**src/rtl/sinc_conv_ctrl.sv**
```systemverilog
// Conversion sequencer for the sinc3 decimation filter.
// Paces filter enables, captures settled results and queues them in a FIFO.
module sinc_conv_ctrl #(
    parameter int DATA_WIDTH = 32,
    parameter int FIFO_DEPTH = 4,
    parameter int DIV_WIDTH  = 8
) (
    input  logic                  clk,
    input  logic                  rst,
    input  logic                  start_in,
    input  logic                  stop_in,
    input  logic [9:0]            osr_in,
    input  logic [15:0]           num_samples_in,
    input  logic [DIV_WIDTH-1:0]  clk_div_in,
    input  logic [1:0]            discard_in,
    output logic                  filt_rst_out,
    output logic                  filt_enable_out,
    output logic [9:0]            filt_osr_out,
    input  logic                  filt_valid_in,
    input  logic [DATA_WIDTH-1:0] filt_data_in,
    output logic                  res_valid_out,
    output logic [DATA_WIDTH-1:0] res_data_out,
    input  logic                  res_ready_in,
    output logic                  busy_out,
    output logic                  done_out,
    output logic                  overflow_out
);

    localparam int AW = $clog2(FIFO_DEPTH);
    localparam logic [AW:0] FULL_CNT = (AW+1)'(FIFO_DEPTH);

    localparam logic [1:0] IDLE  = 2'd0;
    localparam logic [1:0] CLEAR = 2'd1;
    localparam logic [1:0] RUN   = 2'd2;
    localparam logic [1:0] DONE  = 2'd3;

    logic [1:0]            state_q, state_d;
    logic                  clr_q, clr_d;
    logic [9:0]            osr_q;
    logic [DIV_WIDTH-1:0]  div_q;
    logic [15:0]           num_q;
    logic [1:0]            disc_q;
    logic [DIV_WIDTH-1:0]  dcnt_q, dcnt_d;
    logic                  vprev_q;
    logic [1:0]            dsc_cnt_q;
    logic [15:0]           samp_q, samp_inc;
    logic                  ovf_q;

    logic [DATA_WIDTH-1:0] mem_q [FIFO_DEPTH];
    logic [AW-1:0]         wptr_q, rptr_q;
    logic [AW:0]           cnt_q;

    logic load, in_run, cap, drop, push_req;
    logic full, pop, push_ok, complete;

    assign load     = (state_q == IDLE) && start_in;
    assign in_run   = (state_q == RUN);
    assign cap      = in_run && !filt_valid_in && vprev_q;
    assign drop     = cap && (dsc_cnt_q != disc_q);
    assign push_req = cap && !drop;

    assign full     = (cnt_q == FULL_CNT);
    assign pop      = (cnt_q != '0) && res_ready_in;
    assign push_ok  = push_req && (!full || pop);

    assign samp_inc = (samp_q == 16'hFFFF) ? samp_q : samp_q + 16'd1;
    assign complete = push_req && (num_q != 16'd0) && (samp_inc == num_q);

    assign filt_rst_out    = rst || (state_q == CLEAR);
    assign filt_enable_out = in_run && (dcnt_q == '0);
    assign filt_osr_out    = osr_q;
    assign res_valid_out   = (cnt_q != '0);
    assign res_data_out    = mem_q[rptr_q];
    assign busy_out        = (state_q != IDLE);
    assign done_out        = (state_q == DONE);
    assign overflow_out    = ovf_q;

    // Next-state sequencing; a stop always beats a same-cycle completion.
    always_comb begin
        state_d = state_q;
        clr_d   = clr_q;
        case (state_q)
            IDLE: begin
                if (start_in) begin
                    state_d = CLEAR;
                    clr_d   = 1'b0;
                end
            end
            CLEAR: begin
                if (stop_in) state_d = DONE;
                else if (clr_q) state_d = RUN;
                else clr_d = 1'b1;
            end
            RUN: begin
                if (stop_in || complete) state_d = DONE;
            end
            default: state_d = IDLE;
        endcase
    end

    // Enable-rate divider: wraps at the latched divide value during RUN.
    always_comb begin
        dcnt_d = '0;
        if (in_run && (dcnt_q != div_q)) dcnt_d = dcnt_q + 1'b1;
    end

    // Control state, latched configuration and capture bookkeeping.
    always_ff @(posedge clk) begin
        if (rst) begin
            state_q   <= IDLE;
            clr_q     <= 1'b0;
            osr_q     <= '0;
            div_q     <= '0;
            num_q     <= '0;
            disc_q    <= '0;
            dcnt_q    <= '0;
            vprev_q   <= 1'b0;
            dsc_cnt_q <= '0;
            samp_q    <= '0;
            ovf_q     <= 1'b0;
        end else begin
            state_q <= state_d;
            clr_q   <= clr_d;
            dcnt_q  <= dcnt_d;
            vprev_q <= (state_q == CLEAR) ? 1'b0 : filt_valid_in;
            if (load) begin
                osr_q     <= osr_in;
                div_q     <= clk_div_in;
                num_q     <= num_samples_in;
                disc_q    <= discard_in;
                dsc_cnt_q <= '0;
                samp_q    <= '0;
                ovf_q     <= 1'b0;
            end else begin
                if (drop) dsc_cnt_q <= dsc_cnt_q + 2'd1;
                if (push_req) samp_q <= samp_inc;
                if (push_req && !push_ok) ovf_q <= 1'b1;
            end
        end
    end

    // FIFO pointers and occupancy; contents survive across conversions.
    always_ff @(posedge clk) begin
        if (rst) begin
            wptr_q <= '0;
            rptr_q <= '0;
            cnt_q  <= '0;
        end else begin
            if (push_ok) wptr_q <= wptr_q + 1'b1;
            if (pop) rptr_q <= rptr_q + 1'b1;
            case ({push_ok, pop})
                2'b10:   cnt_q <= cnt_q + 1'b1;
                2'b01:   cnt_q <= cnt_q - 1'b1;
                default: cnt_q <= cnt_q;
            endcase
        end
    end

    // FIFO storage write port.
    always_ff @(posedge clk) begin
        if (push_ok) mem_q[wptr_q] <= filt_data_in;
    end

endmodule

```
**config.mk**
```make
export PLATFORM = sky130hd
export DESIGN_NAME = sinc_conv_ctrl
export DESIGN_NICKNAME = d
export VERILOG_FILES = /design/src/rtl/sinc_conv_ctrl.sv
export SDC_FILE = /design/constraint.sdc
export NUM_CORES = 1
export LEC_CHECK = 0
export CAP_MARGIN = 15
export CORE_MARGIN = 5
export CORE_UTILIZATION = 49
export CTS_CLUSTER_DIAMETER = 80
export DETAILED_ROUTE_END_ITERATION = 10
export PLACE_DENSITY = 0.73
export SETUP_SLACK_MARGIN = 0.15
export SKIP_CTS_REPAIR_TIMING = 1
export SYNTH_ARGS = -nofsm -noshare
export SYNTH_HDL_FRONTEND = slang
export SYNTH_SLANG_ARGS = --single-unit
```
**constraint.sdc**
```tcl
create_clock -name clk -period 2.8 [get_ports clk]
set_clock_uncertainty 0.1 [all_clocks]
set_input_delay 0.56 -clock clk [delete_from_list [all_inputs] [get_ports clk]]
set_output_delay 0.56 -clock clk [all_outputs]
set_load 0.1 [all_outputs]
```
==> metrics.txt, run 1 <==
CP Data Required Time 3090 ps; setup TNS 0 ps; CP peak stage delay 520 ps; LEAKAGE 0.00396 uW; type of origin of the critical path flop; Core Box Area 17,200 um^2; crit-path max FO 5; num rows 48; finished layout cell area 11,500 um^2; DRT Pass-1 Iters 5; dpl hpwl 13,100 um; # nets final 928; Num Clock Sinks 204; pin count of the biggest net entering global routing 50; Placed Instances 1,041; Hold Path Class reg2reg; cell depth of the worst setup path 9; grt ovf 0; RSZ-0062 raised after global routing true; share of the synthesized area in the top cell type 0.448; GPL Wtd Cong 0.900; final setup vio count 0; crit path buf inv count 0; Post-synth EDFFs 128; Critical Path Sink Type flop; CTS tree done; Ant. Diodes 0; arrival time worst endpoint 3030 ps; Die Ht 142 um; Synth area leader edfxtp_1; Least-Margin Pin Slew 733 ps; Tcrit/Tclk final 0.977; Place WS -185 ps; Post-Syn Instances 678; root buffer cell clkbuf_16; Pins Over Slew Limit 0; die area 20,200 um^2; Clock Path Buffers 3; First DRT Iteration DRCs 269; Yosys Warn Count 0; critical path cell sequence ha_4 -> nand2_4 -> or4_4 -> o21a_1 -> o21a_1 -> or4_4 -> nor4_4 -> mux2i_1 -> nand2_1; cts bufs inserted 22; DRT antenna net count 0; clock transition at the registers of the reported paths 60 ps; slowest CP cell or4_4; initial core utilization 0.498; Synth top cells by count 128 x edfxtp_1, 104 x nand2_1, 76 x dfxtp_1; H-tree Lvls 1; Worst-Skew Late Latency 500 ps; Pwr Total 9600 uW; pwr/cell area 836 nW/um^2; Setup CP Type reg2reg; Worst slew margin 0.510; synthesis-to-layout area growth 33.9%; outcome completed; # DRC 0; top_reg_cell synth edfxtp_1; WL per Instance 17.3 um; syn avg cell area 12.7 um^2; MaxCap Viol Count 0; via count 5,803; Seq/Total Area, Yosys 0.626; initial antenna violation count 0; delay-heaviest family, CP simple AND/OR/NAND/NOR gates; layout cell share with drive strength beyond 1 0.224; WHS Path Cells 2; Total Routing Usage GR 0.184; first-pass GRT wire length 30,200 um; vias in the first global route 6,026; Vias/cell 5.36; syn_nets 765; Peak Freq 0.365 GHz; Cell Area, Synth 8580 um^2; top area cells in the synthesized netlist edfxtp_1 45%, dfxtp_1 18%, mux4_2 8.4%; Peak VDD IR 0.00102 V; Synth cell types 54; Reg2Reg Depth 9; Final min period 2740 ps; Routed Wire Length 18,700 um; Setup WS post-layout 63.6 ps; FF+latch count, synth 204; count leader, synth edfxtp_1; Final Hold Fails 0; IO Port Bufs 121; Post-synth ARST share 0; Die W 142 um; Post-DP Area 10,700 um^2; I/O pins 122; Non-Filler Instances 1,082
## power breakdown
| group | internal [uW] | leakage (uW) | total [uW] | switching (uW) |
|---|---|---|---|---|
| Sequential | 3330 | 0.00177 | 3450 | 121 |
| Clock | 1660 | 0.000338 | 2760 | 1110 |
| Combinational | 1220 | 0.00184 | 3380 | 2170 |
| Total | 6200 | 0.00396 | 9600 | 3390 |
## cells by family (layout without fill, tap and decap cells)
| logic type | after synthesis | count (layout) | share of synthesized area |
|---|---|---|---|
| DFF | 204 | 204 | 0.626 |
| and+or+nand+nor | 239 | 239 | 0.133 |
| muxes | 37 | 37 | 0.0899 |
| xor gates and xnor gates | 47 | 47 | 0.0480 |
| AOI/OAI and AO/OA | 85 | 85 | 0.0585 |
| buffers and inverters | 53 | 232 | 0.0249 |
| adders and majority gates | 13 | 13 | 0.0198 |
## cell type report
type                    instances  area [um^2]
fillers                      1226         5750
flip-flops and latches        204         5380
multi-input cells             421         3070
repair buffers                172         1970
clock buffers                  32          629
well taps                     225          282
inverters                      20         75.1
clock inverters                 8         72.6
## registers in the layout (all words and copies together) (netlist names), named ones only
| register | cells |
|---|---|
| clr_q | 1 |
| cnt_q | 3 |
| dcnt_q | 8 |
| disc_q | 2 |
| div_q | 8 |
| dsc_cnt_q | 2 |
| filt_osr_out | 10 |
| mem_q | 128 |
| num_q | 16 |
| overflow_out | 1 |
| rptr_q | 2 |
| samp_q | 16 |
| state_q | 2 |
| vprev_q | 1 |
| wptr_q | 2 |
## placed cells by master, fill, tap and decap left out, types with 2 or more instances in the layout
cell	instances
mux4_2	32
and3_1	3
mux2i_1	4
a21oi_1	53
buf_12	40
clkinvlp_4	2
nor4_1	9
xor2_1	16
o211ai_1	3
clkdlybuf4s50_1	73
xnor2_1	31
o21ai_0	7
clkinv_2	3
nor2b_1	4
o21a_1	3
or4_4	5
clkbuf_1	7
nand3_1	14
dfxtp_2	5
edfxtp_1	128
and2_1	4
clkbuf_8	2
buf_4	59
clkbuf_16	23
nand2_1	103
nand3b_1	2
nor3b_1	2
dfxtp_1	68
inv_1	20
dfxtp_4	3
nor3_1	16
nor2_1	47
or3_1	5
nor4_4	2
a311oi_1	4
and2_2	3
ha_1	11
nand4_1	9
nand2b_1	2
## metal layers
| layer | GRT usage | wire length, um |
|---|---|---|
| met1 | 0.243 | 8050 |
| met2 | 0.315 | 9250 |
| met3 | 0.0323 | 1020 |
| met4 | 0.0525 | 407 |
| met5 | 0 | 0 |
## worst paths after layout
| path | to | from | slack [ps] |
|---|---|---|---|
| max | state_q[1] | samp_q[0] | 60 |
| min | filt_osr_out[8] | filt_osr_out[8] | 350 |
| max reg2reg | state_q[1] | samp_q[0] | 60 |
| min reg2reg | filt_osr_out[8] | filt_osr_out[8] | 350 |
## stage by stage
stage,util,hold WS (ps)
2_1_floorplan,-,349
3_3_place_gp,0.623,344
3_5_place_dp,0.623,349
4_1_cts,0.663,357
5_1_grt,0.666,379
6_report,0.666,354
## tightest hold or removal path, cell delays in order (launching register included)
cell and delay (ps):
dfxtp_1 310, nand2_1 50, a21oi_1 50
Power figures use the tool's default switching activity.
==> run 2: changes to the inputs <==
CORE_UTILIZATION = 54   (was 49)
PLACE_DENSITY = 0.76   (was 0.73)
clock period = 2.7 ns   (was 2.8 ns; I/O delays follow)
==> run 2 against run 1 <==
Effect of this change:
- first-iteration DRC count grew 22%
- sequential power grew 4%
- count of clock-buffer cells in the layout shrank 2
- total power grew 6.9%
- via count grew 3.3%
- wire length grew 7.9%
- die area shrank 8.6%
==> metrics.txt, run 2 (same netlist as run 1, synthesis figures left out) <==
Tcrit/Tclk final 0.987 (+0.0101); Vias/cell 5.46 (+1.8%); Total Routing Usage GR 0.212 (+0.0284); Reg2Reg Setup Slack 30 ps (-30 ps); Core Box Area 15,700 um^2 (-8.8%); Peak VDD IR 0.000744 V (-27%); final setup vio count 0 (unchanged); # DRC 0 (unchanged); Peak Freq 0.375 GHz (+2.6%); H-tree Lvls 1 (unchanged); via count 5,995 (+3.3%); die area 18,500 um^2 (-8.6%); Worst-Skew Late Latency 490 ps (about the same); type of origin of the critical path flop; Routed Wire Length 20,200 um (+7.9%); root buffer cell clkbuf_16; cts bufs inserted 22 (unchanged); Non-Filler Instances 1,098 (+1.5%); CP peak stage delay 520 ps (about the same); top flop regs mem_q: 128 flops, num_q: 16 flops, samp_q: 16 flops; arrival time worst endpoint 2950 ps (-80 ps); pwr/cell area 872 nW/um^2 (+4.4%); crit-path max FO 5 (unchanged); CTS tree done; # nets final 953 (+2.7%); slowest CP cell or4_4; Critical Path Sink Type flop; layout cell share with drive strength beyond 1 0.246 (+0.0220); max reg flops 128 (unchanged); GPL Wtd Cong 0.896 (-0.41%); Setup CP Type reg2reg; Die Ht 136 um (-4.4%); RSZ-0062 raised after global routing true; MaxCap Viol Count 0 (unchanged); outcome completed; Post-DP Area 10,800 um^2 (+1.1%); most frequent cells in the layout 128 x edfxtp_1, 103 x nand2_1, 76 x buf_4; most common cell after layout, fill and taps aside edfxtp_1; most flop-heavy register mem_q; WL per Instance 18.4 um (+6.3%); DRT Pass-1 Iters 6 (+1); Final Hold Fails 0 (unchanged); finished layout cell area 11,800 um^2 (+2.4%); synthesis-to-layout area growth 37.1%; Clock Path Buffers 3 (unchanged); num rows 46 (-4.2%); clock transition at the registers of the reported paths 60 ps (about the same); First DRT Iteration DRCs 327 (+22%); Hold Path Class reg2reg; CP Data Required Time 2990 ps (-100 ps); pin count of the biggest net entering global routing 50 (unchanged); Setup WS post-layout 34.0 ps (-29.6 ps); critical path cell sequence ha_4 -> nand2_2 -> or4_4 -> o21a_1 -> o21a_1 -> or4_4 -> nor4_4 -> mux2i_1 -> nand2_1; Final min period 2670 ps (-70.4 ps); Worst slew margin 0.585 (+0.0754); vias in the first global route 6,225 (+3.3%); dpl hpwl 13,900 um (+5.9%); Pins Over Slew Limit 0 (unchanged); Placed Instances 1,044 (+0.29%); Num Clock Sinks 204 (unchanged); initial core utilization 0.546 (+0.0483); DRT antenna net count 0 (unchanged); LEAKAGE 0.00411 uW (+3.8%); Ant. Diodes 0 (unchanged); grt ovf 0 (unchanged); Place WS -157 ps (+27.6 ps); IO Port Bufs 121 (unchanged); I/O pins 122 (unchanged); first-pass GRT wire length 31,200 um (+3.5%); initial antenna violation count 0 (unchanged); Die W 136 um (-4.4%); Least-Margin Pin Slew 619 ps (-114 ps)
## run 2: worst paths after layout
path                   startpoint         endpoint  cells after the start
setup / recovery        samp_q[1]       state_q[1]                      9
setup reg to reg        samp_q[1]       state_q[1]                      9
hold / removal    filt_osr_out[6]  filt_osr_out[6]                      2
hold reg to reg   filt_osr_out[6]  filt_osr_out[6]                      2
## run 2: stage by stage
stage                     total power, uW  hold slack (ps)   util  TNS [ps]
final                               10300              355  0.749         0
after global routing                10700              381  0.749      -165
after CTS                           10100              358  0.736     -1270
after detailed placement             7230              350  0.690     -2430
after global placement               7160              344  0.690     -2670
after floorplan                      6050              349      -      -251
## run 2: area by class of cell
cell class                      instances  area (um^2)
Fill cell                             986         3950
Timing Repair Buffer                  197         2250
Multi-Input combinational cell        421         3050
Clock buffer                           30          601
Clock inverter                         10          114
Sequential cell                       204         5400
Tap cell                              216          270
Inverter                               20         75.1
## run 2: layer usage
| metal | GRT usage | part of all wire |
|---|---|---|
| met5 | 0 | 0 |
| met3 | 0.0296 | 0.052 |
| met4 | 0.0588 | 0.022 |
| met1 | 0.265 | 0.41 |
| met2 | 0.387 | 0.52 |
## run 2: report_power, final
group	switching (uW)	total [uW]	internal, uW
Sequential	127	3580	3460
Clock	1160	2920	1760
Combinational	2320	3760	1440
Total	3600	10300	6660
## run 2: critical path, delay by kind of cell (launching register included)
family | cells | cell delay (ps)
and+or+nand+nor | 5 | 1350
DFF | 1 | 390
AOI/OAI and AO/OA | 2 | 370
muxes | 1 | 210
adders and majority gates | 1 | 140
==> run 3: changes to the inputs <==
CTS_CLUSTER_SIZE = 20   (was default)
==> run 3 against run 2 <==
Effect of this change:
- global-route usage decreased by 0.44 points
- register-to-register slack worse by 30 ps
- critical path depth fell by 1
- utilization down 2.2 points
- setup slack got worse by 30 ps
- critical path type unchanged
- combinational power decreased by 3%
==> metrics.txt, run 3 (same netlist as run 1, synthesis figures left out) <==
outcome completed; # nets final 940 (-1.4%); DRT Pass-1 Iters 4 (-2); Die W 136 um (unchanged); Num Clock Sinks 204 (unchanged); Tcrit/Tclk final 0.998 (+0.0111); dpl hpwl 13,900 um (unchanged); Pins Over Slew Limit 0 (unchanged); CTS tree done; Hold Path Class reg2reg; Least-Margin Pin Slew 622 ps (+2.48 ps); delay-heaviest family, CP simple AND/OR/NAND/NOR gates; max reg flops 128 (unchanged); WL per Instance 18.4 um (about the same); crit-path max FO 4 (-1); GPL Wtd Cong 0.896 (unchanged); H-tree Lvls 1 (unchanged); die area 18,500 um^2 (unchanged); # DRC 0 (unchanged); Core Box Area 15,700 um^2 (unchanged); type of origin of the critical path flop; num rows 46 (unchanged); Clock Path Buffers 3 (unchanged); arrival time worst endpoint 2960 ps (about the same); final setup vio count 0 (unchanged); pwr/cell area 814 nW/um^2 (-6.7%); Worst-Skew Late Latency 470 ps (-20 ps); most frequent cells in the layout 128 x edfxtp_1, 103 x nand2_1, 73 x clkdlybuf4s50_1, 73 x buf_4, 67 x dfxtp_1; First DRT Iteration DRCs 309 (-5.5%); I/O pins 122 (unchanged); Non-Filler Instances 1,077 (-1.9%); Worst slew margin 0.584 (-0.00166); finished layout cell area 11,400 um^2 (-3.0%); Hold WS 359 ps (+3.80 ps); CP peak stage delay 560 ps (+40 ps); most flop-heavy register mem_q; pin count of the biggest net entering global routing 50 (unchanged); Placed Instances 1,044 (unchanged); Final min period 2700 ps (+29.9 ps); Total Routing Usage GR 0.208 (-0.00437); CP dominant cell by count nand2_1; MaxCap Viol Count 0 (unchanged); IO Port Bufs 121 (unchanged); Vias/cell 5.44 (-0.41%); root buffer cell clkbuf_16; LEAKAGE 0.00393 uW (-4.3%); Ant. Diodes 0 (unchanged); CP Data Required Time 2970 ps (-20 ps); Place WS -157 ps (unchanged); Setup CP Type reg2reg; critical path cell sequence nand2_1 -> or4_1 -> a211o_1 -> xor2_1 -> or4_4 -> nor4_4 -> mux2i_1 -> nand2_1; layout cell share with drive strength beyond 1 0.228 (-0.0184); Die Ht 136 um (unchanged); Routed Wire Length 19,800 um (-2.0%); initial core utilization 0.546 (unchanged); slowest CP cell or4_1; top flop regs mem_q: 128 flops, num_q: 16 flops, samp_q: 16 flops; crit path buf inv count 0 (unchanged); DRT antenna net count 0 (unchanged); grt ovf 0 (unchanged); Critical Path Sink Type flop; synthesis-to-layout area growth 33.1%; RSZ-0062 raised after global routing true; cts bufs inserted 14 (-36%); Finished Core Util 0.726 (-0.0222); Peak VDD IR 0.000752 V (+1.1%); first-pass GRT wire length 30,500 um (-2.4%); Setup WS post-layout 4.07 ps (-29.9 ps); clock transition at the registers of the reported paths 80 ps (+20 ps); most common cell after layout, fill and taps aside edfxtp_1; via count 5,856 (-2.3%); Peak Freq 0.371 GHz (-1.1%); Post-DP Area 10,800 um^2 (unchanged); initial antenna violation count 0 (unchanged); vias in the first global route 6,033 (-3.1%); Final Hold Fails 0 (unchanged)
[run 3: changes by cell type in the layout (fill, tap and decap cells not counted), moves of 3 or more]
cell | before | now
clkbuf_16 | 24 | 16
dfxtp_1 | 64 | 67
dfxtp_2 | 6 | 3
clkinv_1 | 3 | 0
buf_4 | 76 | 73
[run 3: area by class of cell]
cell class                 count  area [um^2]
tap                          216          270
clock buffer                  22          402
fill                        1045         4300
multi-input combinational    421         3060
sequential                   204         5390
clock inverter                 2         23.8
inverter                      20         75.1
timing repair buffer         192         2190
[run 3: per-stage QoR]
stage	setup TNS [ps]	power, uW
final	0	9290
after global routing	-204	9680
after CTS	-771	9250
after detailed placement	-2430	7230
after global placement	-2670	7160
after floorplan	-251	6050
[run 3: worst reg2reg max path, stage by stage (launching register included)]
cell and delay (ps):
dfxtp_1 410, nand2_1 100, or4_1 560, a211o_1 330
xor2_1 150, or4_4 500, nor4_4 200, mux2i_1 210
nand2_1 60
[run 3: per-layer routing]
metal  up-vias  track usage  share of wire
li1       2814            -              -
met1      2868        0.266           0.42
met2       156        0.378           0.52
met3        18       0.0289          0.049
met4         0       0.0454          0.012
met5         -            0              0
[run 3: final timing paths]
check	start	end	slack, ps	cells past startpoint
worst max-delay path	samp_q[4]	state_q[1]	4	8
worst min-delay path	filt_osr_out[6]	filt_osr_out[6]	360	2
worst max register to register	samp_q[4]	state_q[1]	4	8
worst min register to register	filt_osr_out[6]	filt_osr_out[6]	360	2
[run 3: report_power, final]
part,internal [uW],switching [uW]
registers,3450,145
logic,1370,2280
clock network,1040,992
total,5870,3420
